$ cat src/rtl/multiplier_pkg.sv
// rtl/multiplier_pkg.sv - shared constants and state encoding for the shift-add multiplier
package multiplier_pkg;

  // Default operand/result width and the matching bit-counter width
  localparam int WIDTH = 10;
  localparam int CNT_W = $clog2(WIDTH);

  typedef enum logic [1:0] {
    IDLE      = 2'd0,
    CALC      = 2'd1,
    DONE      = 2'd2,
    ZERO_DONE = 2'd3
  } state_e;

endpackage

$ cat src/rtl/multiplier_datapath.sv
// rtl/multiplier_datapath.sv - operand, accumulator, counter and result registers for shift-add multiply
module multiplier_datapath #(
  parameter int WIDTH = multiplier_pkg::WIDTH
) (
  input  logic             CLK,
  input  logic             RST,
  input  logic             sclr_i,
  input  logic             load_i,
  input  logic             step_i,
  input  logic [WIDTH-1:0] ain_i,
  input  logic [WIDTH-1:0] bin_i,
  output logic             ops_zero_o,
  output logic             cnt_zero_o,
  output logic [WIDTH-1:0] pout_o,
  output logic             ovf_o,
  output logic             zro_o
);

  localparam int CW = (WIDTH > 1) ? $clog2(WIDTH) : 1;

  logic [WIDTH-1:0]   mcand_q;
  logic [WIDTH-1:0]   mplier_q;
  logic [WIDTH-1:0]   mplier_d;
  logic [2*WIDTH-1:0] acc_q;
  logic [2*WIDTH-1:0] acc_d;
  logic [WIDTH:0]     sum;
  logic [CW-1:0]      cnt_q;
  logic [WIDTH-1:0]   pout_q;
  logic               ovf_q;
  logic               zro_q;

  // One shift-add step: conditional add into the upper half (with carry), then shift right
  always_comb begin
    sum      = {1'b0, acc_q[2*WIDTH-1:WIDTH]}
             + (mplier_q[0] ? {1'b0, mcand_q} : {(WIDTH+1){1'b0}});
    acc_d    = {sum, acc_q[WIDTH-1:1]};
    mplier_d = {acc_q[0], mplier_q[WIDTH-1:1]};
  end

  assign ops_zero_o = (ain_i == '0) || (bin_i == '0);
  assign cnt_zero_o = (cnt_q == '0);
  assign pout_o     = pout_q;
  assign ovf_o      = ovf_q;
  assign zro_o      = zro_q;

  // Capture operands on load, iterate on step; results latch on the final step and hold afterwards
  always_ff @(posedge CLK or posedge RST) begin
    if (RST) begin
      mcand_q  <= '0;
      mplier_q <= '0;
      acc_q    <= '0;
      cnt_q    <= '0;
      pout_q   <= '0;
      ovf_q    <= 1'b0;
      zro_q    <= 1'b0;
    end else if (sclr_i) begin
      mcand_q  <= '0;
      mplier_q <= '0;
      acc_q    <= '0;
      cnt_q    <= '0;
      pout_q   <= '0;
      ovf_q    <= 1'b0;
      zro_q    <= 1'b0;
    end else if (load_i) begin
      mcand_q  <= ain_i;
      mplier_q <= bin_i;
      acc_q    <= '0;
      cnt_q    <= CW'(WIDTH - 1);
      pout_q   <= '0;
      ovf_q    <= 1'b0;
      zro_q    <= ops_zero_o;
    end else if (step_i) begin
      acc_q    <= acc_d;
      mplier_q <= mplier_d;
      if (!cnt_zero_o) begin
        cnt_q <= cnt_q - 1'b1;
      end else begin
        pout_q <= acc_d[WIDTH-1:0];
        ovf_q  <= |acc_d[2*WIDTH-1:WIDTH];
      end
    end
  end

endmodule

$ cat src/rtl/multiplier.sv
// rtl/multiplier.sv - sequential unsigned multiplier, FSM control around the shift-add datapath
module multiplier #(
  parameter int WIDTH = multiplier_pkg::WIDTH
) (
  input  logic             CLK,
  input  logic             RST,
  input  logic             SCLR,
  input  logic [WIDTH-1:0] AIN,
  input  logic [WIDTH-1:0] BIN,
  input  logic             START,
  output logic [WIDTH-1:0] POUT,
  output logic             OVF,
  output logic             ZRO,
  output logic             BUSY,
  output logic             VALID
);

  import multiplier_pkg::*;

  state_e state_q;
  state_e state_d;
  logic   load;
  logic   step;
  logic   ops_zero;
  logic   cnt_zero;

  // State register
  always_ff @(posedge CLK or posedge RST) begin
    if (RST) begin
      state_q <= IDLE;
    end else begin
      state_q <= state_d;
    end
  end

  // Next state and datapath strobes; synchronous clear overrides any request
  always_comb begin
    state_d = state_q;
    load    = 1'b0;
    step    = 1'b0;
    case (state_q)
      IDLE: begin
        if (START) begin
          load    = 1'b1;
          state_d = ops_zero ? ZERO_DONE : CALC;
        end
      end
      CALC: begin
        step = 1'b1;
        if (cnt_zero) begin
          state_d = DONE;
        end
      end
      DONE:      state_d = IDLE;
      ZERO_DONE: state_d = IDLE;
      default:   state_d = IDLE;
    endcase
    if (SCLR) begin
      state_d = IDLE;
      load    = 1'b0;
      step    = 1'b0;
    end
  end

  assign BUSY  = (state_q != IDLE);
  assign VALID = (state_q == DONE) || (state_q == ZERO_DONE);

  multiplier_datapath #(
    .WIDTH (WIDTH)
  ) u_datapath (
    .CLK        (CLK),
    .RST        (RST),
    .sclr_i     (SCLR),
    .load_i     (load),
    .step_i     (step),
    .ain_i      (AIN),
    .bin_i      (BIN),
    .ops_zero_o (ops_zero),
    .cnt_zero_o (cnt_zero),
    .pout_o     (POUT),
    .ovf_o      (OVF),
    .zro_o      (ZRO)
  );

endmodule

$ cat config.mk
export PLATFORM = sky130hd
export DESIGN_NAME = multiplier
export DESIGN_NICKNAME = d
export VERILOG_FILES = /design/src/rtl/multiplier_pkg.sv /design/src/rtl/multiplier_datapath.sv /design/src/rtl/multiplier.sv
export SDC_FILE = /design/constraint.sdc
export NUM_CORES = 1
export LEC_CHECK = 0
export ABC_AREA = 1
export ABC_CLOCK_PERIOD_IN_PS = 2220
export BUFFER_PORTS_ARGS = -buffer_cell sky130_fd_sc_hd__buf_2
export CAP_MARGIN = 20
export CORE_MARGIN = 3
export CORE_UTILIZATION = 52
export DETAILED_ROUTE_END_ITERATION = 10
export PLACE_DENSITY_LB_ADDON = 0.12
export SLEW_MARGIN = 30
export SYNTH_ARGS = -nofsm -noshare
export SYNTH_HDL_FRONTEND = slang
export SYNTH_SLANG_ARGS = --single-unit
$ cat constraint.sdc
create_clock -name CLK -period 2.22 [get_ports CLK]
set_clock_uncertainty 0.15 [all_clocks]
set_input_delay 0 -clock CLK [delete_from_list [all_inputs] [get_ports CLK]]
set_output_delay 0 -clock CLK [all_outputs]
set_load 0.1 [all_outputs]
* After elaboration in Yosys (flattened, before gate mapping) *
Index checks and enable logic that the tools add are counted.

storage, ports and cells
  logic and storage cells = 64
  input bits = 24
  bits in registers = 58
  output and inout bits = 14

operators by class
  equality and inequality tests = 6
  mux-type cells = 33
  add/sub/neg operators = 2
  reduce and logical (&&, ||, !) cells = 15

operators by type and width
  cell                                                                count
  10-bit two-way mux                                                  10
  20-bit two-way mux                                                  3
  10-bit logical NOT                                                  2
  4-bit two-way mux                                                   4
  10-bit by 11-bit adder with 11-bit output                           1
  1-bit two-way mux                                                   11
  10-bit OR reduction                                                 1
  3-bit inequality test, second input constant                        3
  2-bit two-way mux                                                   4
  2-bit one-hot mux with 3 select lines                               1
  2-bit AND reduction                                                 3
  3-bit nonzero test                                                  2
  2-bit == test, second input constant                                2
  4-bit logical NOT                                                   1
  2-bit nonzero test                                                  2
  4-bit by 1-bit subtractor with 4-bit output, second input constant  1
  2-bit by 1-bit == test with 1-bit output, second input constant     1
  2-bit logical NOT                                                   1
  1-bit logical OR                                                    2
  2-bit OR reduction                                                  1

* Longest topological paths before layout *
Gate-level depths: netlist of run 1.

  depth in word-level cells = 7
  mapped depth = 16
  depth with buffers taken out = 15

* By module *
Synthesis of run 1 repeated with hierarchy kept, for this count alone.

second synthesis, totals
  cells, all modules = 402
  area, all modules = 3144.3 sq um

modules (own cells, without submodules)
  module               instances  area each (sq um)  cells an instance  seq. area each (sq um)
  multiplier_datapath  1          3015.4             381                1401.3
  multiplier           1          128.9              21                 50.0

* Worst setup path after synthesis of run 1 *
Ideal clock, no wire load.

  path type = register to register
  from = register u_datapath.mplier_q[0]
  to = register u_datapath.ovf_q (netlist: u_datapath.ovf_o)
  required time = 1.950 ns
  arrival time = 1.914 ns
  library setup time = 0.120 ns
  buffers on the path = 1
  cell stages (with the launch flop) = 16
  clock period less this slack = 2.183 ns
  path slack = 0.037 ns
  cell sequence = dfrtp_1 -> clkbuf_1 -> nand2_1 -> inv_1 -> ha_1 -> fa_1 -> nand2_1 -> nand2_1 -> nand3_1 -> nand2_1 -> nand2_1 -> nand3_1 -> nor2_1 -> nand3_1 -> nand2_1 -> nand2_1

on the way
  word-level cells in the longest chain between the ends = 7

RTL lines
  what                                       RTL line                   source
  start, declared                            multiplier_datapath.sv:22  logic [WIDTH-1:0] mplier_q;
  start signal, assigned                     multiplier_datapath.sv:66  mplier_q <= bin_i;
  start signal, assigned                     multiplier_datapath.sv:74  mplier_q <= mplier_d;
  10-bit two-way mux                         multiplier_datapath.sv:35  + (mplier_q[0] ? {1'b0, mcand_q} : {(WIDTH+1){1'b0}});
  10-bit by 11-bit adder with 11-bit output  multiplier_datapath.sv:35
  10-bit OR reduction                        multiplier_datapath.sv:79  ovf_q <= |acc_d[2*WIDTH-1:WIDTH];
  1-bit two-way mux                          multiplier_datapath.sv:75  if (!cnt_zero_o) begin
  1-bit two-way mux                          multiplier_datapath.sv:72  end else if (step_i) begin
  1-bit two-way mux                          multiplier_datapath.sv:64  end else if (load_i) begin
  1-bit two-way mux                          multiplier_datapath.sv:56  end else if (sclr_i) begin
  end signal, assigned                       multiplier_datapath.sv:79
  end, declared                              multiplier_datapath.sv:29  logic ovf_q;

Every way passes these cells. The select of a mux whose other input is x is not followed.
A chain may end at the register's enable or synchronous reset.

* Worst setup path in the final report of run 1 *
  from = register state_q[1]
  to = register u_datapath.mplier_q[9]

on the way
  word-level cells in the longest chain between the ends = 5
  elaborated cells between the ends (all ways) = 9
  those cells by class = eq/ne (1); mux (6); reduce/logical (2)

RTL lines
  what                    RTL line                   source
  start, declared         multiplier.sv:20           state_e state_q;
  start signal, assigned  multiplier.sv:32           state_q <= state_d;
  2-bit logical NOT       multiplier.sv:41           case (state_q)
  1-bit two-way mux       multiplier.sv:41
  1-bit two-way mux       multiplier.sv:58           if (SCLR) begin
  10-bit two-way mux      multiplier_datapath.sv:64
  10-bit two-way mux      multiplier_datapath.sv:56

Several ways; a longest one is shown, not always the timed one.

==> results of run 1 <==
==> synthesized netlist by cell type (6+ instances only) <==
cell,number,share of area [%]
o21ai_1,8,1.3
o21ai_2,11,3.0
nor2_1,17,2.0
inv_2,6,0.71
nand3_1,15,2.4
ha_1,12,4.7
o21ai_0,21,3.3
nand2_1,125,15
dfrtp_1,58,45
inv_1,63,7.4
a21oi_1,10,1.6
==> stage by stage <==
stage	total power (µW)	setup TNS [ns]
final	3120	0
after global routing	3270	-0.0168
after detailed placement	1960	-0.0154
after global placement	1940	0
after CTS	3110	0
after floorplan	1800	0
==> final cells by class <==
cell class                      instances  area [µm²]  area share [%]
Clock inverter                          7         101            2.49
Inverter                               69         259            6.37
Multi-Input combinational cell        262        1520            37.5
Timing Repair Buffer                   72         518            12.7
Clock buffer                            9         124            3.05
Sequential cell                        58        1450            35.7
Tap cell                               72        90.1            2.21
==> worst max-delay path by stage <==
stage | to | slack (ns) | depth (start not counted)
6_report | u_datapath.mplier_q[9] | 0.12 | 6
4_1_cts | u_datapath.ovf_o | 0.01 | 12
2_1_floorplan | u_datapath.ovf_o | 0.04 | 15
3_5_place_dp | u_datapath.ovf_o | -0.02 | 12
3_3_place_gp | u_datapath.ovf_o | 0.03 | 12
5_1_grt | u_datapath.ovf_o | -0.02 | 14
==> critical path: cells and delay by family (launching register included) <==
kind | cells | cell delay [ns]
and+or+nand+nor | 4 | 0.67
DFF | 1 | 0.46
AOI/OAI and AO/OA | 1 | 0.17
buffers and inverters | 1 | 0.57
==> report_power, final <==
part	leakage, µW	switching [µW]	internal [µW]
sequential	0.000789	70.0	1160
combinational	0.00127	530	251
clock	0.000106	472	639
==> state kept, by name, indices dropped and copies added, names as in the netlist <==
register / flops
u_datapath.mcand_q: 10
u_datapath.pout_o: 10
u_datapath.zro_o: 1
u_datapath.mplier_q: 10
u_datapath.ovf_o: 1
u_datapath.cnt_q: 4
u_datapath.acc_q: 20
state_q: 2
==> placed cells by master, fill, tap and decap left out, types with 2 or more instances in the layout <==
cell and n:
nand2_1 122, inv_1 62, dfrtp_1 58, buf_2 37
dlygate4sd3_1 28, o21ai_0 21, nor2_1 16, nand3_1 13
o21ai_2 11, a21oi_1 9, clkbuf_8 9, o21ai_1 8
inv_2 7, buf_4 7, ha_4 6, nor3_1 5
o2bb2ai_1 5, ha_1 5, nor2_2 4, o22ai_1 4
nor2_4 3, nand4_1 3, nand2_2 3, a22o_1 3
o31ai_1 3, nor4_1 2, or2_4 2, nand3_2 2
nand3b_1 2, clkinvlp_4 2, clkinv_4 2, bufinv_16 2
==> layer usage <==
| layer | wire length [µm] | up-vias | part of all wire, % |
|---|---|---|---|
| met5 | 0 | - | 0 |
| met4 | 119 | 0 | 1.6 |
| met3 | 420 | 15 | 5.5 |
| met2 | 3640 | 106 | 48 |
| met1 | 3480 | 1360 | 45 |
| li1 | - | 1407 | - |
==> kinds of logic (layout without fill, tap and decap cells) <==
group / count (synthesis) / in the layout / share of synthesized area [%]
AO/OA/AOI/OAI: 67 / 67 / 13.3
XOR/XNOR: 2 / 2 / 0.549
adder cells (fa/ha/maj): 13 / 13 / 5.33
buffers and inverters: 80 / 157 / 10.4
flip-flops: 58 / 58 / 45.5
AND/OR/NAND/NOR: 180 / 180 / 24.9
==> timing repair <==
item / 4_1_cts / 5_1_grt
pin swaps: 1 / 3
gates resized for setup: 4 / 15
setup buffers: 0 / 2
hold buffers: 28 / 0
gates cloned: 0 / 0
endpoints found under the setup margin: 1 / 3
hold endpoints to repair: 46 / 0
==> impl_metrics.env, run 1 <==
export IMPL_max_slew_worst_pin_slew_ns=0.534
export IMPL_cts_buffer_depth=2
export IMPL_met2_usage_pct=36.9
export IMPL_r2r_start="state_q[1]"
export IMPL_synth_area_mm2=0.00319
export IMPL_postSynth_asyncResetShare_pct=100
export IMPL_overflow=0
export IMPL_core_mm2=0.00571
export IMPL_start_util_pct=55.9
export IMPL_antenna_found_initial=0
export IMPL_power_leakage_uw=0.00217
export IMPL_ant_nets=0
export IMPL_vias=2888
export IMPL_worst_hold_slack_ns=0.0907
export IMPL_stdcell_count=549
export IMPL_avgViaCountPerCell=5.26
export IMPL_clockRootBuffer="clkbuf_8"
export IMPL_end_kind="flip-flop"
export IMPL_ctsHtreeMaxLevel=3
export IMPL_synthDistinctLibCells=33
export IMPL_firstDrtPassIters=5
export IMPL_rows=27
export IMPL_ff2ff_setup_slack_ns=0.12
export IMPL_syn_area_per_cell_um2=7.98
export IMPL_crit_chain="nor2_2, nand2_4, nor2_4, nand2_1, dlygate4sd3_1, a22oi_1"
export IMPL_cts_sinks=58
export IMPL_use_met3_pct=4.42
export IMPL_min_path_type="in -> async"
export IMPL_die_h_um=84.3
export IMPL_worstRegToRegCells=6
export IMPL_slew_limit_headroom_pct=64.3
export IMPL_syn_instance_count=400
export IMPL_avgRoutedWirePerCell_um=13.9
export IMPL_grt_pass1_wl_um=13000
export IMPL_drtIter0Drc=245
export IMPL_use_met1_pct=30.1
export IMPL_track_usage_pct=22.5
export IMPL_clock_latency_ns=0.34
export IMPL_ys_seq_area_share_pct=45.5
export IMPL_die_area_mm2=0.00711
export IMPL_slowest_delay_ns=0.57
export IMPL_port_buffers=37
export IMPL_syn_to_final_growth_pct=27.4
export IMPL_drcViolationCount=0
export IMPL_finalCritPeriodShare_pct=94.4
export IMPL_boundaryPins=38
export IMPL_fin_area_mm2=0.00407
export IMPL_fin_crit_ns=2.10
export IMPL_busiest_layer="met2"
export IMPL_synth_edf_count=0
export IMPL_p_per_area_mw_per_mm2=767
export IMPL_startpoint_type="flip-flop"
export IMPL_place_inst=503
export IMPL_reg2reg_to="u_datapath.mplier_q[9]"
export IMPL_status="complete, no violations"
export IMPL_cp_arrival_ns=2.19
export IMPL_fmax_ghz=0.477
export IMPL_n_fill_cell=439
export IMPL_numCtsBuffers=9
export IMPL_die_x_um=84.3
export IMPL_grt_max_degree=25
export IMPL_grt_pass1_vias=2861
export IMPL_pre_cts_slack_ns=-0.0154
export IMPL_placedInstanceArea_mm2=0.00343
export IMPL_final_nets=509
export IMPL_cpMaxStageDelayCell="dlygate4sd3_1"
export IMPL_diodes=0
export IMPL_hpwl_um=5110
export IMPL_synth_seq_cells=58
export IMPL_ir_worst_vdd_v=0.000647
export IMPL_finalSetupViolCount=0
export IMPL_wl_um=7650
export IMPL_worstSetupPathType="reg -> reg"
export IMPL_max_cap_viol_count=0
export IMPL_cp_startpoint="state_q[1]"
export IMPL_slew_violations=0
export IMPL_crit_fanout=9
export IMPL_fin_ws_ns=0.124
export IMPL_hold_viol=0
export IMPL_synthFlopType="dfrtp_1"
export IMPL_required_ns=2.32
export IMPL_path_clk_slew_ns=0.08
export IMPL_cts_tree="yes"
export IMPL_layout_drive_gt1_share_pct=22.0
export IMPL_synth_nets=437
export IMPL_gp_congestion=0.904
export IMPL_utilization_pct=71.2
export IMPL_ys_warnings_count=0
No activity file was read; power rests on OpenSTA's default activity.
==> run 2, diff against run 1 <==
--- a/config.mk
+++ b/config.mk
@@ -13,6 +13,7 @@
 export CORE_UTILIZATION = 52
 export DETAILED_ROUTE_END_ITERATION = 10
 export PLACE_DENSITY_LB_ADDON = 0.12
+export SETUP_SLACK_MARGIN = 0.3
 export SLEW_MARGIN = 30
 export SYNTH_ARGS = -nofsm -noshare
 export SYNTH_HDL_FRONTEND = slang
==> run 2 against run 1 <==
Compared with the run above: combinational power increased by 2%; register-to-register slack got worse by 0.02 ns; wire length decreased by 4.2%; largest power group unchanged.
==> impl_metrics.env, run 2 (synthesis results as in run 1) <==
export IMPL_ant_nets=0
export IMPL_wl_um=7330
export IMPL_place_inst=502
export IMPL_crit_chain="nand2_1, inv_1, ha_2, fa_2, nand2_2, nand2_4, nand3_2, nand3b_1, nand2_1, nand2_1, nor2_1, nand3_1, nand2_1, nand2_1"
export IMPL_reg2reg_to="u_datapath.ovf_o"
export IMPL_tns_ns=0
export IMPL_max_cap_viol_count=0
export IMPL_avgRoutedWirePerCell_um=13.4
export IMPL_seqCellArea_mm2=0.00145
export IMPL_drtIter0Drc=130
export IMPL_cts_buffer_depth=2
export IMPL_fmax_ghz=0.473
export IMPL_layout_drive_gt1_share_pct=25.7
export IMPL_crit_end="u_datapath.ovf_o"
export IMPL_port_buffers=37
export IMPL_finalSetupViolCount=0
export IMPL_status="complete, no violations"
export IMPL_diodes=0
export IMPL_start_util_pct=55.9
export IMPL_max_slew_worst_pin_slew_ns=0.486
export IMPL_stdcell_count=547
export IMPL_regMostFlops="u_datapath.acc_q"
export IMPL_cpMaxStageDelayCell="dfrtp_2"
export IMPL_avgViaCountPerCell=5.13
export IMPL_drcViolationCount=0
export IMPL_ir_worst_vdd_v=0.000797
export IMPL_slew_violations=0
export IMPL_hpwl_um=4850
export IMPL_power_leakage_uw=0.00217
export IMPL_firstDrtPassIters=5
export IMPL_worst_hold_slack_ns=0.110
export IMPL_p_per_area_mw_per_mm2=728
export IMPL_p_sw_uw=1030
export IMPL_die_h_um=84.3
export IMPL_track_usage_pct=21.8
export IMPL_grt_setup_unrepaired="yes"
export IMPL_cp_arrival_ns=2.20
export IMPL_utilization_pct=70.9
export IMPL_ctsHtreeMaxLevel=3
export IMPL_min_path_type="in -> async"
export IMPL_boundaryPins=38
export IMPL_crit_top_cell="nand2_1"
export IMPL_crit_fanout=6
export IMPL_fin_crit_ns=2.11
export IMPL_placedInstanceArea_mm2=0.00345
export IMPL_slew_limit_headroom_pct=67.8
export IMPL_clkPwrFrac_pct=31.4
export IMPL_finalCritPeriodShare_pct=95.2
export IMPL_end_kind="flip-flop"
export IMPL_die_area_mm2=0.00711
export IMPL_mostFrequentLayoutCells="nand2_1 (114), inv_1 (60), dfrtp_1 (57)"
export IMPL_p_seq_share_pct=41.7
export IMPL_cts_tree="yes"
export IMPL_r2r_start="u_datapath.mplier_q[0]"
export IMPL_grt_pass1_vias=2757
export IMPL_grt_max_degree=59
export IMPL_worstRegToRegCells=14
export IMPL_path_clk_slew_ns=0.07
export IMPL_multi_input_area_mm2=0.00155
export IMPL_overflow=0
export IMPL_required_ns=2.31
export IMPL_gp_congestion=0.859
export IMPL_syn_to_final_growth_pct=26.9
export IMPL_slowest_delay_ns=0.44
export IMPL_clock_latency_ns=0.34
export IMPL_comb_power_share_pct=27.0
export IMPL_grt_pass1_wl_um=12500
export IMPL_worst_path_buf_inv=1
export IMPL_cp_top_family="simple AND/OR/NAND/NOR gates"
export IMPL_cp_startpoint="u_datapath.mplier_q[0]"
export IMPL_vias=2807
export IMPL_ff2ff_setup_slack_ns=0.11
export IMPL_final_nets=507
export IMPL_p_int_uw=1920
export IMPL_clockRootBuffer="clkbuf_8"
export IMPL_antenna_found_initial=0
export IMPL_worstSetupPathType="reg -> reg"
export IMPL_startpoint_type="flip-flop"
export IMPL_cts_sinks=58
export IMPL_hold_viol=0
export IMPL_numCtsBuffers=9
export IMPL_layout_commonest_cell="nand2_1"
export IMPL_n_fill_cell=451
export IMPL_crit_cells=14
export IMPL_core_mm2=0.00571
export IMPL_largest_reg_flops=20
export IMPL_rows=27
export IMPL_fin_area_mm2=0.00405
export IMPL_swShare_pct=35.0
export IMPL_die_x_um=84.3
## run 2: cell types whose count changed in the layout (fill, tap and decap cells not counted), sizes merged
cell | previous run | this run
buf | 44 | 47
inv | 70 | 69
dlygate4sd3 | 28 | 23
clkbuf | 9 | 12
bufinv | 2 | 0
## run 2: metrics by stage
step           worst slack [ns]  total power, µW
3_5_place_dp             0.0387             1950
5_1_grt                 -0.0471             3120
6_report                  0.106             2950
2_1_floorplan             0.174             1810
4_1_cts                   0.144             2940
3_3_place_gp             0.0892             1940
## run 2: metal layers
| layer | global-route usage (%) | share of wire [%] | up-vias |
|---|---|---|---|
| met2 | 36.7 | 48 | 67 |
| met5 | 0 | 0 | - |
| li1 | - | - | 1407 |
| met4 | 5.04 | 0.95 | 0 |
| met3 | 5.89 | 4.7 | 8 |
| met1 | 28.1 | 46 | 1325 |
## run 2: worst register-to-register path, delay by kind of cell (launching register included)
family | cells | cell delay [ns]
and+or+nand+nor | 11 | 0.81
adders and majority gates | 2 | 0.54
buffers and inverters | 1 | 0.05
DFF | 1 | 0.44
## run 2: how the worst min path moves through the flow
stage | slack [ns] | cells after the start | to
after floorplan | -0.004 | 1 | u_datapath.mcand_q[8]
after global placement | -0.07 | 3 | state_q[1]
after detailed placement | -0.07 | 3 | u_datapath.zro_o
after CTS | 0.12 | 4 | u_datapath.acc_q[15]
after global routing | 0.15 | 4 | u_datapath.acc_q[15]
final | 0.11 | 4 | u_datapath.acc_q[15]
## run 2: area by class of cell
| type | count | share of cell area, % |
|---|---|---|
| sequential | 58 | 35.9 |
| clock inverter | 4 | 0.618 |
| inverter | 69 | 6.46 |
| timing repair buffer | 70 | 12.5 |
| multi-input combinational | 262 | 38.2 |
| tap | 72 | 2.22 |
| clock buffer | 12 | 4.08 |
## run 2: power by group through the flow
stage	Sequential, µW	Combinational (µW)	Clock, µW
2_1_floorplan	1230	575	0
3_3_place_gp	1250	692	0
3_5_place_dp	1250	703	0
4_1_cts	1230	768	944
5_1_grt	1240	887	989
6_report	1230	795	924
## run 2: timing repair
| item | CTS | global route |
|---|---|---|
| hold buffers | 23 | 0 |
| hold endpoints to repair | 85 | 0 |
| buffers inserted | 3 | 3 |
| gates resized for setup | 15 | 18 |
| pin swaps | 7 | 7 |
| endpoints found under the setup margin | 6 | 9 |
==> run 3, diff against run 2 <==
--- a/config.mk
+++ b/config.mk
@@ -13,6 +13,7 @@
 export CORE_UTILIZATION = 52
 export DETAILED_ROUTE_END_ITERATION = 10
 export PLACE_DENSITY_LB_ADDON = 0.12
+export RECOVER_POWER = 50
 export SETUP_SLACK_MARGIN = 0.3
 export SLEW_MARGIN = 30
 export SYNTH_ARGS = -nofsm -noshare
==> run 3 against run 2 <==
Compared with the run above: register-to-register slack about the same; worst setup slack got worse by 0.0050 ns; final cell count stayed put; critical path type unchanged.
==> impl_metrics.env, run 3 (synthesis results as in run 1) <==
export IMPL_status="complete, no violations"
export IMPL_layout_commonest_cell="nand2_1"
export IMPL_firstDrtPassIters=4
export IMPL_grt_pass1_wl_um=12500
export IMPL_seqCellArea_mm2=0.00145
export IMPL_startpoint_type="flip-flop"
export IMPL_worst_hold_slack_ns=0.304
export IMPL_fin_crit_ns=2.12
export IMPL_multi_input_area_mm2=0.00155
export IMPL_end_kind="flip-flop"
export IMPL_min_path_type="in -> reg"
export IMPL_cts_tree="yes"
export IMPL_tns_ns=0
export IMPL_pre_cts_slack_ns=0.0387
export IMPL_final_nets=507
export IMPL_numCtsBuffers=9
export IMPL_syn_to_final_growth_pct=26.1
export IMPL_crit_end="u_datapath.ovf_o"
export IMPL_required_ns=2.31
export IMPL_clkPwrFrac_pct=31.3
export IMPL_slew_limit_headroom_pct=4.97
export IMPL_rows=27
export IMPL_antenna_found_initial=0
export IMPL_die_x_um=84.3
export IMPL_swShare_pct=35.0
export IMPL_cts_buffer_depth=2
export IMPL_finalSetupViolCount=0
export IMPL_core_mm2=0.00571
export IMPL_p_per_area_mw_per_mm2=731
export IMPL_boundaryPins=38
export IMPL_ir_worst_vdd_v=0.000798
export IMPL_n_fill_cell=456
export IMPL_max_slew_worst_pin_slew_ns=1.43
export IMPL_grt_max_degree=59
export IMPL_diodes=0
export IMPL_grt_pass1_vias=2757
export IMPL_slew_violations=0
export IMPL_worstRegToRegCells=12
export IMPL_start_util_pct=55.9
export IMPL_fin_ws_ns=0.101
export IMPL_cp_startpoint="u_datapath.mplier_q[0]"
export IMPL_power_leakage_uw=0.00214
export IMPL_hpwl_um=4850
export IMPL_crit_fanout=6
export IMPL_busiest_layer="met2"
export IMPL_track_usage_pct=21.8
export IMPL_max_cap_viol_count=0
export IMPL_ff2ff_setup_slack_ns=0.10
export IMPL_avgViaCountPerCell=5.12
export IMPL_use_met3_pct=5.89
export IMPL_cp_arrival_ns=2.21
export IMPL_reg2reg_to="u_datapath.ovf_o"
export IMPL_die_h_um=84.3
export IMPL_worstSetupPathType="reg -> reg"
export IMPL_layout_drive_gt1_share_pct=24.2
export IMPL_drcViolationCount=0
export IMPL_use_met1_pct=28.1
export IMPL_hold_viol=0
export IMPL_vias=2802
export IMPL_drtIter0Drc=114
export IMPL_regMostFlops="u_datapath.acc_q"
export IMPL_mostFrequentLayoutCells="nand2_1 (114), inv_1 (61), dfrtp_1 (57)"
export IMPL_clockRootBuffer="clkbuf_8"
export IMPL_die_area_mm2=0.00711
export IMPL_cts_sinks=58
export IMPL_grt_setup_unrepaired="yes"
export IMPL_fmax_ghz=0.472
export IMPL_comb_power_share_pct=26.9
export IMPL_met2_usage_pct=36.7
export IMPL_wl_um=7360
export IMPL_r2r_start="u_datapath.mplier_q[0]"
export IMPL_clock_latency_ns=0.33
export IMPL_p_seq_share_pct=41.8
export IMPL_ant_nets=0
export IMPL_ctsHtreeMaxLevel=3
export IMPL_finalCritPeriodShare_pct=95.4
export IMPL_p_sw_uw=1030
export IMPL_avgRoutedWirePerCell_um=13.5
export IMPL_largest_reg_flops=20
export IMPL_overflow=0
export IMPL_port_buffers=37
export IMPL_gp_congestion=0.859
export IMPL_p_int_uw=1910
export IMPL_path_clk_slew_ns=0.07
==> run 3: changes by cell type in the layout (fill, tap and decap cells not counted), sizes merged <==
| cell | change |
|---|---|
| buf | -7 |
| clkbuf | +7 |
==> run 3: how the worst min path moves through the flow <==
stage | startpoint | to | cells after the start
after CTS | RST | u_datapath.acc_q[15] | 4
after global placement | RST | state_q[1] | 3
after global routing | AIN[9] | u_datapath.mcand_q[9] | 3
final | AIN[9] | u_datapath.mcand_q[9] | 3
after detailed placement | RST | u_datapath.zro_o | 3
after floorplan | AIN[8] | u_datapath.mcand_q[8] | 1
==> run 3: cell type report <==
| type | instances | share of cell area (%) |
|---|---|---|
| inverter | 69 | 6.49 |
| sequential | 58 | 36.1 |
| clock buffer | 12 | 4.10 |
| clock inverter | 4 | 0.622 |
| timing repair buffer | 70 | 12.0 |
| tap | 72 | 2.24 |
| multi-input combinational | 262 | 38.4 |
==> run 3: worst max-delay path, stage by stage (launching register included) <==
cell and delay [ns]:
dfrtp_2 0.44, nand2_1 0.07, inv_1 0.05, ha_2 0.19
fa_2 0.36, buf_4 0.15, xor2_2 0.15, nor2_1 0.09
nand3_1 0.10, nor2_2 0.09, nand3_1 0.08, nand2_1 0.07
nand2_1 0.04
==> run 3: power by group through the flow <==
stage          Clock (µW)  Sequential [µW]  Combinational (µW)
2_1_floorplan           0             1230                 575
3_3_place_gp            0             1250                 692
3_5_place_dp            0             1250                 703
4_1_cts               944             1230                 768
5_1_grt               989             1240                 883
6_report              923             1230                 792
==> run 3: repair_timing <==
action | in CTS | in global routing
pin swaps | 7 | 7
gates resized for setup | 15 | 18
buffers inserted | 3 | 3
hold buffers | 23 | 0
endpoints found under the hold margin | 85 | 0
setup endpoints to repair | 6 | 9
==> run 3: metrics by stage <==
| step | instance area [µm²] | total power [µW] | util [%] | instances |
|---|---|---|---|---|
| floorplan | 3220 | 1810 | - | 400 |
| global route | 4030 | 3120 | 70.5 | 547 |
| detailed placement | 3450 | 1950 | 60.5 | 502 |
| finish | 4030 | 2940 | 70.5 | 547 |
| CTS | 3970 | 2940 | 69.6 | 544 |
| global placement | 3450 | 1940 | 60.5 | 502 |
==> run 3: per-layer routing <==
metal / routed length [µm] / share of wire (%) / up-vias
li1: - / - / 1409
met1: 3380 / 46 / 1311
met2: 3530 / 48 / 71
met3: 360 / 4.9 / 11
met4: 86 / 1.2 / 0
met5: 0 / 0 / -
